<file path="config.mk">
export PLATFORM = sky130hd
export DESIGN_NAME = spin_delta_e_pipe
export DESIGN_NICKNAME = d
export VERILOG_FILES = /design/src/rtl/spin_delta_e_pipe.sv
export SDC_FILE = /design/constraint.sdc
export NUM_CORES = 1
export LEC_CHECK = 0
export ABC_AREA = 1
export CAP_MARGIN = 5
export CORE_ASPECT_RATIO = 0.7
export CORE_MARGIN = 4
export CORE_UTILIZATION = 54
export DETAILED_ROUTE_END_ITERATION = 8
export GPL_TIMING_DRIVEN = 0
export HOLD_SLACK_MARGIN = 0.15
export PLACE_DENSITY = 0.83
export SLEW_MARGIN = 20
export SYNTH_ARGS = -nofsm -noshare
export SYNTH_HDL_FRONTEND = slang
export SYNTH_SLANG_ARGS = --single-unit
export TNS_END_PERCENT = 100
</file>
<file path="constraint.sdc">
create_clock -name clk -period 6.2 [get_ports clk]
set_clock_uncertainty 0.15 [all_clocks]
set_input_delay 0.93 -clock clk [delete_from_list [all_inputs] [get_ports clk]]
set_output_delay 0.93 -clock clk [all_outputs]
set_load 0.02 [all_outputs]
</file>
<file path="src/rtl/spin_delta_e_pipe.sv">
// Two-stage pipelined spin-flip energy change: dE = s_c * (sum_k J_k*s_k + H),
// saturated to DE_W, with valid/ready on both sides and a completed-result counter.
module spin_delta_e_pipe #(
    parameter int N_NEIGH = 4,
    parameter int J_W     = 4,
    parameter int H_W     = 8,
    parameter int DE_W    = 12,
    parameter int TAG_W   = 10,
    parameter int CNT_W   = 16
) (
    input  logic                     clk,
    input  logic                     rst,
    input  logic                     in_valid,
    output logic                     in_ready,
    input  logic                     spin_val,
    input  logic [N_NEIGH-1:0]       neigh,
    input  logic [N_NEIGH*J_W-1:0]   j_vec,
    input  logic [H_W-1:0]           h_field,
    input  logic [TAG_W-1:0]         tag_in,
    output logic                     out_valid,
    input  logic                     out_ready,
    output logic [DE_W-1:0]          dE,
    output logic                     sat,
    output logic [TAG_W-1:0]         tag_out,
    output logic [CNT_W-1:0]         done_count
);

    // Largest possible magnitude of the neighbour sum plus field; two spare bits
    // keep both the sum and its negation exact.
    localparam int MAG   = N_NEIGH * (2 ** (J_W - 1)) + 2 ** (H_W - 1);
    localparam int SUM_W = $clog2(MAG) + 2;
    localparam int EXT_W = ((SUM_W > DE_W) ? SUM_W : DE_W) + 1;
    localparam logic signed [EXT_W-1:0] DE_MAX = EXT_W'((64'sd1 <<< (DE_W - 1)) - 64'sd1);
    localparam logic signed [EXT_W-1:0] DE_MIN = ~DE_MAX;

    logic                    s1_valid_r;
    logic signed [SUM_W-1:0] s1_sum_r;
    logic                    s1_spin_r;
    logic [TAG_W-1:0]        s1_tag_r;

    logic                    load2_s;
    logic                    load1_s;
    logic                    in_fire_s;
    logic signed [SUM_W-1:0] sum_s;
    logic signed [SUM_W-1:0] term_s;
    logic [J_W-1:0]          jk_s;
    logic signed [EXT_W-1:0] sum_ext_s;
    logic signed [EXT_W-1:0] res_s;
    logic [DE_W-1:0]         de_s;
    logic                    sat_s;

    assign load2_s   = !out_valid || out_ready;
    assign load1_s   = !s1_valid_r || load2_s;
    assign in_ready  = !rst && load1_s;
    assign in_fire_s = in_valid && in_ready;

    // Signed neighbour sum plus external field at full internal width.
    always_comb begin
        sum_s  = {{(SUM_W-H_W){h_field[H_W-1]}}, h_field};
        jk_s   = '0;
        term_s = '0;
        for (int k = 0; k < N_NEIGH; k++) begin
            jk_s   = j_vec[k*J_W +: J_W];
            term_s = {{(SUM_W-J_W){jk_s[J_W-1]}}, jk_s};
            if (neigh[k]) begin
                sum_s = sum_s + term_s;
            end else begin
                sum_s = sum_s - term_s;
            end
        end
    end

    // Centre-spin sign application and clipping to the output width.
    always_comb begin
        sum_ext_s = {{(EXT_W-SUM_W){s1_sum_r[SUM_W-1]}}, s1_sum_r};
        if (s1_spin_r) begin
            res_s = sum_ext_s;
        end else begin
            res_s = -sum_ext_s;
        end
        if (res_s > DE_MAX) begin
            de_s  = DE_MAX[DE_W-1:0];
            sat_s = 1'b1;
        end else if (res_s < DE_MIN) begin
            de_s  = DE_MIN[DE_W-1:0];
            sat_s = 1'b1;
        end else begin
            de_s  = res_s[DE_W-1:0];
            sat_s = 1'b0;
        end
    end

    // Stage 1: capture sum, centre spin and tag on an input transfer.
    always_ff @(posedge clk) begin
        if (rst) begin
            s1_valid_r <= 1'b0;
            s1_sum_r   <= '0;
            s1_spin_r  <= 1'b0;
            s1_tag_r   <= '0;
        end else if (load1_s) begin
            s1_valid_r <= in_fire_s;
            if (in_fire_s) begin
                s1_sum_r  <= sum_s;
                s1_spin_r <= spin_val;
                s1_tag_r  <= tag_in;
            end
        end
    end

    // Stage 2: output registers, frozen while the result is stalled downstream.
    always_ff @(posedge clk) begin
        if (rst) begin
            out_valid <= 1'b0;
            dE        <= '0;
            sat       <= 1'b0;
            tag_out   <= '0;
        end else if (load2_s) begin
            out_valid <= s1_valid_r;
            if (s1_valid_r) begin
                dE      <= de_s;
                sat     <= sat_s;
                tag_out <= s1_tag_r;
            end
        end
    end

    // Completed output transfers, wrapping naturally.
    always_ff @(posedge clk) begin
        if (rst) begin
            done_count <= '0;
        end else if (out_valid && out_ready) begin
            done_count <= done_count + CNT_W'(1);
        end
    end

endmodule

</file>
======== Word level (Yosys, flattened, before mapping) ========
Cells that the tools add are included.
word-level totals
  bits in registers ....................... 62
  input port bits ......................... 43
  logic and storage cells ................. 40
cells by class
  $add $sub $neg .......................... 10
  magnitude comparators ................... 2
  mux-type cells .......................... 9
  reduce and logical (&&, ||, !) cells .... 10
operators by type and width
  cell                                                   count
  2-to-1 mux 10 bit                                      4
  adder 10 x 4 -> 10 bit                                 3
  subtractor 10 x 4 -> 10 bit                            3
  2-to-1 mux 12 bit                                      2
  adder 16 x 1 -> 16 bit (second input constant)         1
  > comparator 13 x 12 -> 1 bit (second input constant)  1
  < comparator 13 x 12 -> 1 bit (second input constant)  1
  2-to-1 mux 13 bit                                      1
  negation 10 -> 13 bit                                  1
  adder 8 x 4 -> 9 bit                                   1
  subtractor 8 x 4 -> 9 bit                              1
  AND reduction 2 bit                                    2
  logical AND 1 bit                                      3
  logical NOT 1 bit                                      3
  logical OR 1 bit                                       2
  2-to-1 mux 1 bit                                       2

======== Logic depth before layout (Yosys ltp) ========
  depth in word-level cells ............... 8
  mapped depth ............................ 32
  mapped depth without buffers ............ 32

======== Worst setup path after synthesis ========
Ideal clock, no wire load.
  path type ............................... input-to-reg
  from .................................... input j_vec[0]
  to ...................................... register s1_sum_r[9]
  arrival time ............................ 5.167 ns
  path slack .............................. 0.817 ns
  stages on the path ...................... 30
  path through ............................ inv_1 > ha_1 > inv_1 > o21ai_0 > inv_1 > fa_1 > xnor2_1 > ha_1 > a21o_1 > a31oi_1 > xnor2_1 > ha_1 > a21oi_1 > nand2_1 > a21oi_1 > o21ai_0 > nand2_1 > nand2_1 > a21oi_1 > xnor2_1 > ha_1 > inv_1 > nor3_1 > nand3_1 > nand4_1 > xnor2_1 > inv_1 > nand3_1 > nand2_1 > a21oi_2
between the ends
  cells in the longest elaborated chain, start to end .. 8
  elaborated cells between the ends (all ways) .. 12
  those cells by class .................... 8 x add/sub; 4 x mux
ends and longest elaborated chain
  item                                                                          line    source
  start: declaration                                                            17      input logic [N_NEIGH*J_W-1:0] j_vec,
  subtractor 8 x 4 -> 9 bit / adder 8 x 4 -> 9 bit (equally long branches)      68, 66
  2-to-1 mux 10 bit *                                                           65      if (neigh[k]) begin
  subtractor 10 x 4 -> 10 bit / adder 10 x 4 -> 10 bit (equally long branches)  68, 66
  2-to-1 mux 10 bit *                                                           65
  subtractor 10 x 4 -> 10 bit / adder 10 x 4 -> 10 bit (equally long branches)  68, 66
  2-to-1 mux 10 bit *                                                           65
  subtractor 10 x 4 -> 10 bit / adder 10 x 4 -> 10 bit (equally long branches)  68, 66
  2-to-1 mux 10 bit *                                                           65
  end signal: assignment                                                        103     s1_sum_r <= sum_s;
  end: declaration                                                              37      logic signed [SUM_W-1:0] s1_sum_r;
Mark *: on every way between the ends. The rest lies on a longest branch, timed or not.
A chain may end at the register's enable or synchronous reset.

======== Worst setup path after layout ========
Ends and elaborated chain as after synthesis.

==> key figures <==
Min path
  • Hold Path Class: reg2reg
  • Hold path endpoint: s1_tag_r[5]
  • Hold Path Cell Cnt: 2
  • HP Start: s1_tag_r[5]

Global route
  • Vias in the first global route: 4728
  • Initial antenna violation count: 0
  • GRT overflow: 0
  • Gr usage total: 0.240
  • First-pass GRT wire length: about 20000 um
  • Largest net degree at the start of global routing: 11

Route
  • Post-DRT Antenna Nets: 0
  • Drt wl/cell: about 14 um
  • WL final: roughly 13000 um
  • DR DRC count: 0
  • DRT iter0 DRCs: 370
  • 1st-pass router iterations: 6
  • Vias per cell: 5.31
  • Vias: 4927

Clock network
  • TritonCTS clock tree: built
  • Total CTS buffers: 9
  • CTS Sinks: 62
  • Clk_lat worst skew: between 300 and 400 ps
  • H-tree levels: 3
  • Longest Clk Path Bufs: 2
  • CTS root buf: clkbuf_16
  • Worst-path clk slew: around 50 ps

Synth
  • Post-synthesis net count: 804
  • Largest family of logic cells by synthesized area: simple AND/OR/NAND/NOR gates
  • Netlist Area Pre-Place: 4720 um2
  • Post-synthesis compound-gate area fraction: 0.177
  • Synth Instances: 706
  • YS warnings: 0
  • Syn_area_per_cell: ~6.7 um2
  • Synth Register Bits: a little over 60
  • Number of synthesized flops with an enable pin: 0
  • Synth Area in Simple Gates: 0.238
  • Post-Synth XOR/XNOR Area: 0.0576
  • Post-synth ARST share: 0
  • Distinct cells, synth: 31
  • Sequential area share after synthesis: 0.263
  • Synth Area in Adders: 0.152
  • Top_reg_cell synth: dfxtp_1
  • Mux contribution to synthesized area: 0

Layout
  • Area Growth Syn to Fin: 31.9%
  • Nets: 900
  • Fin cells: approximately 900
  • Share of post-route cells with drive strength above 1: 0.0954
  • Commonest non-fill, non-tap cells in the layout: 146 x nand2_1, 105 x inv_1, 83 x clkdlybuf4s50_1, 67 x a21oi_1, 62 x dfxtp_1
  • Commonest non-fill, non-tap cell in the layout: nand2_1
  • Antenna cells: 0

STA
  • # setup viols final: 0
  • Max Clock Freq: ~0.17 GHz
  • Hold_ws: about 310 ps
  • Min Tclk post-route: 5920 ps
  • Tightest Pin Transition: approximately 580 ps
  • Relative slew margins: 0.616
  • Post-route setup TNS: 0 ps
  • Slew Limit Fails: 0
  • Hold Vio Cnt, Final: 0
  • Fin crit share: 0.955

Critical path
  • Cells on worst reg2reg path: 12
  • Setup crit end kind: flip-flop
  • Critical path arrival: 6030 ps
  • CP Class: in2reg
  • CP most frequent cell: inv_1
  • R2R setup slack: 4130 ps
  • R2r startpoint: s1_sum_r[0]
  • CP max-delay cell: fa_2
  • Startpoint Class: input pin
  • Req. time, crit path: between 6000 and 7000 ps
  • Crit path largest cell delay: 540 ps
  • Worst R2R End: sat
  • Crit path max fanout: 4

Place
  • Dpl hpwl: 9850 um
  • GP Congestion: roughly 0.92
  • PortBufs: a little over 80
  • Dpl cells: between 900 and 1000

Run
  • Max cap viols: 0

Pwr
  • Max VDD drop: between 0.2 and 0.3 mV
  • P_leak: around 2.9 nW
  • Total power: 2.57 mW
  • Pwr dens: about 410 nW/um2

Die
  • Row cnt: 28
  • Core area: ~8500 um2
  • DIE HEIGHT: roughly 86 um
  • DIE WIDTH: roughly 120 um
  • Die Area: 10300 um2
  • # IOs: between 80 and 90
  • Starting Density: 0.556

Outcome
  • Status: finished, final reports clean
-- per-layer routing --
metal / up-vias / global-route usage / routed length (um)
met5: - / 0 / 0
met1: 2233 / 0.303 / 5850
met4: 0 / 0.0728 / 196
li1: 2486 / - / -
met2: 183 / 0.413 / 6050
met3: 25 / 0.0561 / 741
-- cell families after synthesis --
logic type	after synthesis
compound gates	156
xor+xnor	31
buf+inv	140
simple gates	262
flops	62
fa+ha+maj	55
-- Yosys cell counts, types with 2 or more instances --
cell	count	area [um2]
fa_1	4	80.1
dfxtp_1	62	1240
o21ai_1	9	45.0
inv_1	105	394
nor3_4	2	32.5
nand3_2	3	30.0
xnor2_1	9	78.8
a22oi_1	4	30.0
a21oi_2	3	26.3
o21ai_0	53	265
nor3_1	8	40.0
inv_2	21	78.8
nand3_1	36	180
a21o_1	4	30.0
ha_1	51	638
nand4_1	6	37.5
nand2_2	4	25.0
nand2_1	147	552
nor2_2	2	12.5
nor2_1	51	191
clkbuf_1	14	52.6
a21oi_1	72	360
a31oi_1	7	43.8
xor2_1	22	193
-- worst max-delay path by stage --
stage                   from          end  slack [ps]  depth (start not counted)
detailed placement  j_vec[0]  s1_sum_r[9]        -390                         31
global route        j_vec[0]  s1_sum_r[9]         -50                         31
CTS                 j_vec[0]  s1_sum_r[9]          40                         33
finish              j_vec[0]  s1_sum_r[9]         280                         31
global placement    j_vec[0]  s1_sum_r[9]        -210                         31
floorplan           j_vec[0]  s1_sum_r[9]         820                         30
-- flip-flops by register name (all words and copies together) (netlist names) --
signal,cells
done_count,16
dE,12
s1_sum_r,10
s1_tag_r,10
tag_out,10
out_valid,1
s1_spin_r,1
s1_valid_r,1
sat,1
-- metrics by stage --
step	util	setup WS [ps]	area [um2]
2_1_floorplan	-	817	4720
3_3_place_gp	0.672	-210	5700
3_5_place_dp	0.672	-388	5700
4_1_cts	0.712	43.6	6040
5_1_grt	0.734	-53.5	6220
6_report	0.734	276	6220
-- timing repair --
item | in CTS | in global routing
hold endpoints to repair | 0 | 0
setup buffers | 0 | 2
endpoints found under the setup margin | 1 | 1
pin swaps | 0 | 14
hold buffers | 0 | 0
resized for setup | 2 | 30
-- power breakdown --
group	switching (mW)	total, mW	leakage [nW]	internal [mW]
logic	0.914	1.54	2.20	0.625
clock network	0.170	0.554	0.166	0.384
registers	0.0277	0.473	0.508	0.446
total	1.11	2.57	2.88	1.45
-- worst max-delay path: cells and delay by family --
| family | cells | cell delay, ps |
|---|---|---|
| adders and majority gates | 5 | 1850 |
| buffers and inverters | 10 | 1110 |
| xor gates and xnor gates | 3 | 500 |
| and+or+nand+nor | 8 | 850 |
| AOI/OAI and AO/OA | 5 | 770 |
-- layout make-up --
class	count	area, um2
tap	120	150
fill	656	2260
sequential	62	1240
buffer	14	52.6
inverter	126	473
timing repair buffer	85	846
multi-input combinational	504	3120
clock inverter	3	65.1
clock buffer	13	270
(Power assumes the default switching activity.)
